$ cat src/rtl/pattern_response_compactor_if.sv
// pattern_response_compactor_if
//   Bundles the window-control, response-sample and result-handshake
//   signals of the response compactor.
//   master : the producer/consumer side. It drives start, abort, seed,
//            window_len, resp_in, resp_valid and sig_ready, and observes
//            the result.
//   slave  : the compactor itself. It drives busy, sig_out, act_mask,
//            sample_cnt and sig_valid.
interface pattern_response_compactor_if #(
  parameter int IN_W  = 9,
  parameter int SIG_W = 16,
  parameter int CNT_W = 16
);
  logic             start;
  logic             abort;
  logic [SIG_W-1:0] seed;
  logic [CNT_W-1:0] window_len;
  logic [IN_W-1:0]  resp_in;
  logic             resp_valid;
  logic             busy;
  logic [SIG_W-1:0] sig_out;
  logic [IN_W-1:0]  act_mask;
  logic [CNT_W-1:0] sample_cnt;
  logic             sig_valid;
  logic             sig_ready;

  modport master (
    output start, abort, seed, window_len, resp_in, resp_valid, sig_ready,
    input  busy, sig_out, act_mask, sample_cnt, sig_valid
  );

  modport slave (
    input  start, abort, seed, window_len, resp_in, resp_valid, sig_ready,
    output busy, sig_out, act_mask, sample_cnt, sig_valid
  );
endinterface

$ cat src/rtl/pattern_response_compactor.sv
// pattern_response_compactor
//   Compacts a stream of IN_W-bit response vectors into a SIG_W-bit MISR/CRC
//   signature over a window of window_len accepted samples. It also records
//   which response bits toggled between consecutive samples. The result is
//   offered through a valid/ready handshake.
//   blif_clk_net   : clock, rising edge
//   blif_reset_net : synchronous active-low reset
//   bus (slave)    : start/abort/seed/window_len control, resp_in/resp_valid
//                    samples, and the busy/sig_out/act_mask/sample_cnt/
//                    sig_valid/sig_ready result handshake
//   Every output is a register. No input reaches an output combinationally.
module pattern_response_compactor #(
  parameter int               IN_W  = 9,
  parameter int               SIG_W = 16,
  parameter logic [SIG_W-1:0] POLY  = 16'h1021,
  parameter int               CNT_W = 16
) (
  input logic                          blif_clk_net,
  input logic                          blif_reset_net,
  pattern_response_compactor_if.slave  bus
);

  typedef enum logic [1:0] {IDLE, RUN, HOLD} state_t;

  state_t           state;
  logic [SIG_W-1:0] sig;
  logic [CNT_W-1:0] len, cnt;
  logic [IN_W-1:0]  mask, prev;
  logic             have_prev;

  logic [SIG_W-1:0] sig_nxt;
  logic [CNT_W-1:0] cnt_nxt;
  logic [IN_W-1:0]  mask_nxt;
  logic             last;

  // Next-state values for the sample being accepted this cycle.
  always_comb begin
    sig_nxt  = {sig[SIG_W-2:0], 1'b0} ^ (sig[SIG_W-1] ? POLY : '0)
             ^ SIG_W'(bus.resp_in);
    cnt_nxt  = cnt + CNT_W'(1);
    mask_nxt = have_prev ? (mask | (bus.resp_in ^ prev)) : mask;
    // cnt stays below len while in RUN, so this equality is the only
    // terminal test. It is safe even when len is the counter's maximum.
    last     = (cnt_nxt == len);
  end

  always_ff @(posedge blif_clk_net) begin
    if (!blif_reset_net) begin
      state          <= IDLE;
      sig            <= '0;
      len            <= '0;
      cnt            <= '0;
      mask           <= '0;
      prev           <= '0;
      have_prev      <= 1'b0;
      bus.busy       <= 1'b0;
      bus.sig_out    <= '0;
      bus.act_mask   <= '0;
      bus.sample_cnt <= '0;
      bus.sig_valid  <= 1'b0;
    end else begin
      case (state)
        IDLE: begin
          if (bus.start) begin
            sig       <= bus.seed;
            len       <= bus.window_len;
            cnt       <= '0;
            mask      <= '0;
            have_prev <= 1'b0;
            bus.busy  <= 1'b1;
            if (bus.window_len == '0) begin
              // An empty window completes at once. The result is the seed.
              state          <= HOLD;
              bus.sig_out    <= bus.seed;
              bus.act_mask   <= '0;
              bus.sample_cnt <= '0;
              bus.sig_valid  <= 1'b1;
            end else begin
              state <= RUN;
            end
          end
        end
        RUN: begin
          if (bus.abort) begin
            state    <= IDLE;
            bus.busy <= 1'b0;
          end else if (bus.resp_valid) begin
            sig       <= sig_nxt;
            cnt       <= cnt_nxt;
            mask      <= mask_nxt;
            prev      <= bus.resp_in;
            have_prev <= 1'b1;
            if (last) begin
              state          <= HOLD;
              bus.sig_out    <= sig_nxt;
              bus.act_mask   <= mask_nxt;
              bus.sample_cnt <= cnt_nxt;
              bus.sig_valid  <= 1'b1;
            end
          end
        end
        HOLD: begin
          // sig_valid is always high in HOLD, so sig_ready alone completes
          // the handshake. Any start seen in this cycle is dropped.
          if (bus.abort || bus.sig_ready) begin
            state         <= IDLE;
            bus.busy      <= 1'b0;
            bus.sig_valid <= 1'b0;
          end
        end
        default: begin
          state         <= IDLE;
          bus.busy      <= 1'b0;
          bus.sig_valid <= 1'b0;
        end
      endcase
    end
  end

endmodule

$ cat src/flat_wrapper.sv
// flat-port wrapper written by rule: the top's interface ports become plain ports
module pattern_response_compactor_flat 
#(
  parameter int               IN_W  = 9,
  parameter int               SIG_W = 16,
  parameter logic [SIG_W-1:0] POLY  = 16'h1021,
  parameter int               CNT_W = 16
)
  (blif_clk_net, blif_reset_net, bus_start, bus_abort, bus_seed, bus_window_len, bus_resp_in, bus_resp_valid, bus_sig_ready, bus_busy, bus_sig_out, bus_act_mask, bus_sample_cnt, bus_sig_valid);
  pattern_response_compactor_if #(.IN_W(IN_W), .SIG_W(SIG_W), .CNT_W(CNT_W)) bus_i ();
  input logic blif_clk_net;
  input logic blif_reset_net;
  input wire logic [$bits(bus_i.start)-1:0] bus_start;
  input wire logic [$bits(bus_i.abort)-1:0] bus_abort;
  input wire logic [$bits(bus_i.seed)-1:0] bus_seed;
  input wire logic [$bits(bus_i.window_len)-1:0] bus_window_len;
  input wire logic [$bits(bus_i.resp_in)-1:0] bus_resp_in;
  input wire logic [$bits(bus_i.resp_valid)-1:0] bus_resp_valid;
  input wire logic [$bits(bus_i.sig_ready)-1:0] bus_sig_ready;
  output wire logic [$bits(bus_i.busy)-1:0] bus_busy;
  output wire logic [$bits(bus_i.sig_out)-1:0] bus_sig_out;
  output wire logic [$bits(bus_i.act_mask)-1:0] bus_act_mask;
  output wire logic [$bits(bus_i.sample_cnt)-1:0] bus_sample_cnt;
  output wire logic [$bits(bus_i.sig_valid)-1:0] bus_sig_valid;
  assign bus_i.start = bus_start;
  assign bus_i.abort = bus_abort;
  assign bus_i.seed = bus_seed;
  assign bus_i.window_len = bus_window_len;
  assign bus_i.resp_in = bus_resp_in;
  assign bus_i.resp_valid = bus_resp_valid;
  assign bus_i.sig_ready = bus_sig_ready;
  assign bus_busy = bus_i.busy;
  assign bus_sig_out = bus_i.sig_out;
  assign bus_act_mask = bus_i.act_mask;
  assign bus_sample_cnt = bus_i.sample_cnt;
  assign bus_sig_valid = bus_i.sig_valid;
  pattern_response_compactor #(.IN_W(IN_W), .SIG_W(SIG_W), .POLY(POLY), .CNT_W(CNT_W)) u_core (.blif_clk_net(blif_clk_net), .blif_reset_net(blif_reset_net), .bus(bus_i));
endmodule
$ cat config.mk
export PLATFORM = sky130hd
export DESIGN_NAME = pattern_response_compactor_flat
export DESIGN_NICKNAME = d
export VERILOG_FILES = /design/src/rtl/pattern_response_compactor_if.sv /design/src/rtl/pattern_response_compactor.sv /design/src/flat_wrapper.sv
export SDC_FILE = /design/constraint.sdc
export NUM_CORES = 1
export LEC_CHECK = 0
export BUFFER_PORTS_ARGS = -buffer_cell sky130_fd_sc_hd__buf_4
export CAP_MARGIN = 30
export CORE_ASPECT_RATIO = 1.25
export CORE_MARGIN = 2
export CORE_UTILIZATION = 30
export DETAILED_ROUTE_END_ITERATION = 6
export HOLD_SLACK_MARGIN = 0.03
export PLACE_DENSITY = 0.55
export RECOVER_POWER = 50
export REMOVE_ABC_BUFFERS = 1
export SETUP_SLACK_MARGIN = 0.3
export SYNTH_ARGS = -nofsm -noshare
export SYNTH_HDL_FRONTEND = slang
export SYNTH_SLANG_ARGS = --single-unit
$ cat constraint.sdc
create_clock -name blif_clk_net -period 4.3 [get_ports blif_clk_net]
set_input_delay 1.29 -clock blif_clk_net [delete_from_list [all_inputs] [get_ports blif_clk_net]]
set_output_delay 1.29 -clock blif_clk_net [all_outputs]
set_load 0.02 [all_outputs]
==> reports/summary.log <==
qor: status.outcome complete, but fails checks
qor: status.violations max-capacitance violations, max-slew violations
qor: power_and_ir_drop.seq_power_share 0.449
qor: timing.fin_ws 0.879 ns
qor: logic_synthesis.synth-edff-count 0
qor: global_routing.first_pass_grt_wire_length 23500 um
qor: die.start_util 0.304
qor: clock_network.ctsLongestPathBuffers 2
qor: logic_synthesis.synth-xor-area-share 0.0790
qor: clock_network.tritoncts done
qor: clock_network.cts_repair_resize_count 0
qor: logic_synthesis.post_synth_num_cell_types 53
qor: detailed_routing.antenna_left 0
qor: timing.clock-skew-final 0.00887 ns
qor: power_and_ir_drop.p_comb_frac 0.205
qor: critical_path.critical_path.endpoint_type flop
qor: timing.timing.final.crit_share 0.796
qor: clock_network.clock_tree_sinks 112
qor: power_and_ir_drop.proportion_of_power_drawn_by_the_clock_network 0.346
qor: power_and_ir_drop.vdd_drop_max 0.000208 V
qor: timing.max_freq 292 MHz
qor: clock_network.clock_latency_on_the_worst_skew_pair 0.36 ns
qor: global_routing.via_count_of_the_first_global_routing_pass 4402
qor: global_routing.overall_track_demand_over_capacity_in_global_routing 0.162
qor: timing.setup-tns-final 0 ns
qor: detailed_routing.detail_route.drc_violations 0
qor: power_and_ir_drop.power.density 431 nW/um2
qor: power_and_ir_drop.p_sw 0.000799 W
qor: critical_path.crit_path_dat 3.71 ns
qor: critical_path.crit_required 4.59 ns
qor: timing.finalHoldViolCount 0
qor: power_and_ir_drop.leakagePower 2.35 nW
qor: logic_synthesis.synthCells 639
qor: critical_path.start_kind input pin
qor: logic_synthesis.yosys_warnings 0
qor: logic_synthesis.sequential_to_total_area_share_from_yosys_stat 0.425
qor: power_and_ir_drop.cell_internal_pwr 0.00190 W
qor: clock_network.postCtsSetupRepairBufs 0
qor: logic_synthesis.yosys_register_bits 112
qor: detailed_routing.routed_wl 14900 um
qor: logic_synthesis.combinational_family_with_the_most_area_after_synthesis simple AND/OR/NAND/NOR gates
qor: placed_design.preCtsSetupSlack 0.920 ns
qor: logic_synthesis.yosys-mux-area-fraction 0.0173
qor: logic_synthesis.asyncSetResetFlopFracSynth 0
qor: power_and_ir_drop.post-layout-total-power 0.00270 W
qor: final_layout.diodes_inserted 0
qor: timing.grt_setup_unrepaired false
qor: detailed_routing.avgViaCountPerCell 4.98
qor: clock_network.numCtsBuffers 9
qor: timing.tightest_slew 1.64 ns
qor: timing.fin_crit_period 3.42 ns
qor: global_routing.grt_antenna_before_repair 0
qor: clock_network.clock_tree.root_cell sky130_fd_sc_hd__clkbuf_16
qor: power_and_ir_drop.switching_share 0.296
qor: logic_synthesis.netlist_area 5280 um2
qor: die.core_area 17400 um2
qor: detailed_routing.average_routed_wire_per_standard_cell 16.0 um
qor: flow_run.maxCapViolCount 1
qor: logic_synthesis.synthAdderAreaFrac 0.00237
qor: final_layout.layout.nets 750
qor: final_layout.area.growth.synth_to_final 18.6%
qor: min_path.class_of_the_worst_hold_path reg2reg
qor: clock_network.cts-htree-levels 3
qor: placed_design.detailed_place_hpwl 10300 um
qor: global_routing.globalRouteOverflowTotal 0
qor: placed_design.place_congestion 0.837
qor: die.chip_height 152 um
qor: logic_synthesis.post_synth.cell_area_avg 8.26 um2
qor: critical_path.critical_path_class in2reg
qor: logic_synthesis.synth-compound-area-share 0.210
qor: timing.setup_viol 0
qor: placed_design.io_buffers 89
qor: logic_synthesis.post_synth_and_or_nand_nor_area_fraction 0.216
qor: die.number_of_rows_created_at_floorplan 54
qor: clock_network.cts_hold_buf 0
qor: die.die-area 18700 um2
qor: critical_path.timing.critical_path.fanout_max 21
qor: clock_network.cts.clk_slew.worst_paths 0.07 ns
qor: die.die_x 123 um
qor: timing.relSlewSlack -0.0960
qor: final_layout.drive_gt1_frac 0.122
qor: detailed_routing.dr.first_iter.drc_count 183
qor: timing.final_max_slew_viol_count 33
qor: detailed_routing.total_via_count_after_detailed_routing 4637
qor: global_routing.grt_max_degree 44
qor: detailed_routing.drt_pre_antenna_iters 4
qor: logic_synthesis.yosys_most_used_dff sky130_fd_sc_hd__dfxtp_1
qor: die.num_io_pins 90
-- cells in the mapped netlist, types with 2 or more instances --
cell / n / area share
sky130_fd_sc_hd__a211oi_1: 4 / 0.0057
sky130_fd_sc_hd__a21oi_1: 76 / 0.072
sky130_fd_sc_hd__a221oi_1: 2 / 0.0033
sky130_fd_sc_hd__a22oi_1: 6 / 0.0085
sky130_fd_sc_hd__a31oi_1: 3 / 0.0036
sky130_fd_sc_hd__and2_1: 4 / 0.0047
sky130_fd_sc_hd__and3_1: 5 / 0.0059
sky130_fd_sc_hd__and4_1: 2 / 0.0033
sky130_fd_sc_hd__buf_1: 4 / 0.0028
sky130_fd_sc_hd__buf_2: 7 / 0.0066
sky130_fd_sc_hd__buf_4: 9 / 0.013
sky130_fd_sc_hd__buf_6: 2 / 0.0043
sky130_fd_sc_hd__clkbuf_1: 30 / 0.021
sky130_fd_sc_hd__dfxtp_1: 112 / 0.43
sky130_fd_sc_hd__inv_1: 3 / 0.0021
sky130_fd_sc_hd__mux2i_1: 8 / 0.015
sky130_fd_sc_hd__nand2_1: 104 / 0.074
sky130_fd_sc_hd__nand2b_1: 5 / 0.0059
sky130_fd_sc_hd__nand3_1: 5 / 0.0047
sky130_fd_sc_hd__nand3_4: 2 / 0.0066
sky130_fd_sc_hd__nand4_1: 5 / 0.0059
sky130_fd_sc_hd__nand4_2: 2 / 0.0047
sky130_fd_sc_hd__nor2_1: 77 / 0.055
sky130_fd_sc_hd__nor3_1: 8 / 0.0076
sky130_fd_sc_hd__nor4_1: 6 / 0.0071
sky130_fd_sc_hd__nor4_2: 3 / 0.0071
sky130_fd_sc_hd__o2111ai_1: 2 / 0.0033
sky130_fd_sc_hd__o21a_1: 13 / 0.019
sky130_fd_sc_hd__o21ai_0: 28 / 0.027
sky130_fd_sc_hd__o22a_1: 9 / 0.015
sky130_fd_sc_hd__o22ai_1: 16 / 0.019
sky130_fd_sc_hd__o32a_1: 13 / 0.025
sky130_fd_sc_hd__xnor2_1: 31 / 0.051
sky130_fd_sc_hd__xor2_1: 14 / 0.023
-- critical path: stages --
cell and delay [ns]:
sky130_fd_sc_hd__clkbuf_1 0.11, sky130_fd_sc_hd__and2_0 0.75, sky130_fd_sc_hd__nor2_1 0.11, sky130_fd_sc_hd__clkbuf_1 0.35, sky130_fd_sc_hd__nor2_1 0.18, sky130_fd_sc_hd__a32o_2 0.34
sky130_fd_sc_hd__buf_4 0.34, sky130_fd_sc_hd__mux2i_1 0.21
-- registers in the layout, indices dropped and copies added (netlist names), 2 cells and up --
name and count:
u_core.prev 9, u_core.cnt 16, u_core.bus.sig_out 16, u_core.bus.act_mask 9
u_core.sig 16, u_core.state 2, u_core.mask 9, u_core.bus.sample_cnt 16
u_core.len 16
-- final cells by class --
type                    instances  area (um2)
clock buffers                  12         256
repair buffers                104         621
well taps                     224         280
inverters                       4        15.0
clock inverters                 4        76.3
fillers                      1830       11100
flip-flops and latches        112        2240
multi-input cells             471        2770
-- power by group through the flow --
stage               sequential [W]  combinational [W]  clock, W
finish                     0.00121           0.000552  0.000934
detailed placement         0.00124           0.000603         0
global route               0.00122           0.000606   0.00101
global placement           0.00124           0.000595         0
floorplan                  0.00128           0.000290         0
CTS                        0.00121           0.000605  0.000964
-- worst paths after layout --
kind | start | endpoint | cells past startpoint | slack, ns
min reg2reg | u_core.len[5]$_SDFFE_PN0P_ | u_core.len[5]$_SDFFE_PN0P_ | 2 | 0.46
max | bus_start | u_core.bus.sig_out[1]$_SDFFE_PN0P_ | 8 | 0.88
max reg2reg | u_core.cnt[0]$_SDFFE_PN0P_ | u_core.bus.sig_out[1]$_SDFFE_PN0P_ | 9 | 0.88
min | u_core.len[5]$_SDFFE_PN0P_ | u_core.len[5]$_SDFFE_PN0P_ | 2 | 0.46
-- metrics by stage --
stage | area, um2 | hold slack (ns) | std cells | util
finish | 6260 | 0.461 | 931 | 0.360
global route | 6260 | 0.475 | 931 | 0.360
CTS | 6440 | 0.467 | 931 | 0.371
detailed placement | 6110 | 0.452 | 915 | 0.352
global placement | 6080 | 0.450 | 913 | 0.350
floorplan | 5020 | 0.437 | 587 | -
-- layout by cell type (no fill, tap or decap), types with 3 or more instances in the layout --
| cell type | n |
|---|---|
| sky130_fd_sc_hd__inv_1 | 3 |
| sky130_fd_sc_hd__o22ai_1 | 16 |
| sky130_fd_sc_hd__clkbuf_16 | 9 |
| sky130_fd_sc_hd__nor4_1 | 6 |
| sky130_fd_sc_hd__nor2_1 | 77 |
| sky130_fd_sc_hd__dfxtp_1 | 112 |
| sky130_fd_sc_hd__nor3_1 | 8 |
| sky130_fd_sc_hd__o32a_1 | 13 |
| sky130_fd_sc_hd__o21ai_0 | 28 |
| sky130_fd_sc_hd__nand2_1 | 104 |
| sky130_fd_sc_hd__a31oi_1 | 3 |
| sky130_fd_sc_hd__a211oi_1 | 4 |
| sky130_fd_sc_hd__a22oi_1 | 6 |
| sky130_fd_sc_hd__o22a_1 | 9 |
| sky130_fd_sc_hd__nor4_2 | 3 |
| sky130_fd_sc_hd__xor2_1 | 14 |
| sky130_fd_sc_hd__mux2i_1 | 8 |
| sky130_fd_sc_hd__buf_4 | 54 |
| sky130_fd_sc_hd__xnor2_1 | 31 |
| sky130_fd_sc_hd__nand3_1 | 5 |
| sky130_fd_sc_hd__nand4_1 | 5 |
| sky130_fd_sc_hd__and3_1 | 5 |
| sky130_fd_sc_hd__o21a_1 | 13 |
| sky130_fd_sc_hd__a21oi_1 | 76 |
| sky130_fd_sc_hd__clkbuf_1 | 49 |
| sky130_fd_sc_hd__nand2b_1 | 4 |
-- per-layer routing --
layer  up-vias  part of all wire  track usage
met5         -                 0            0
met4         0             0.029       0.0695
met3        22             0.046       0.0337
met2       104              0.49        0.277
met1      2159              0.43        0.194
li1       2352                 -            -
-- cells by family (layout without fill, tap and decap cells) --
logic type,count (synthesis),after routing
compound gates,176,176
xor+xnor,46,46
fa+ha+maj,1,1
buf+inv,56,124
flops,112,112
mux,9,9
simple gates,239,239
Power figures use the tool's default switching activity.
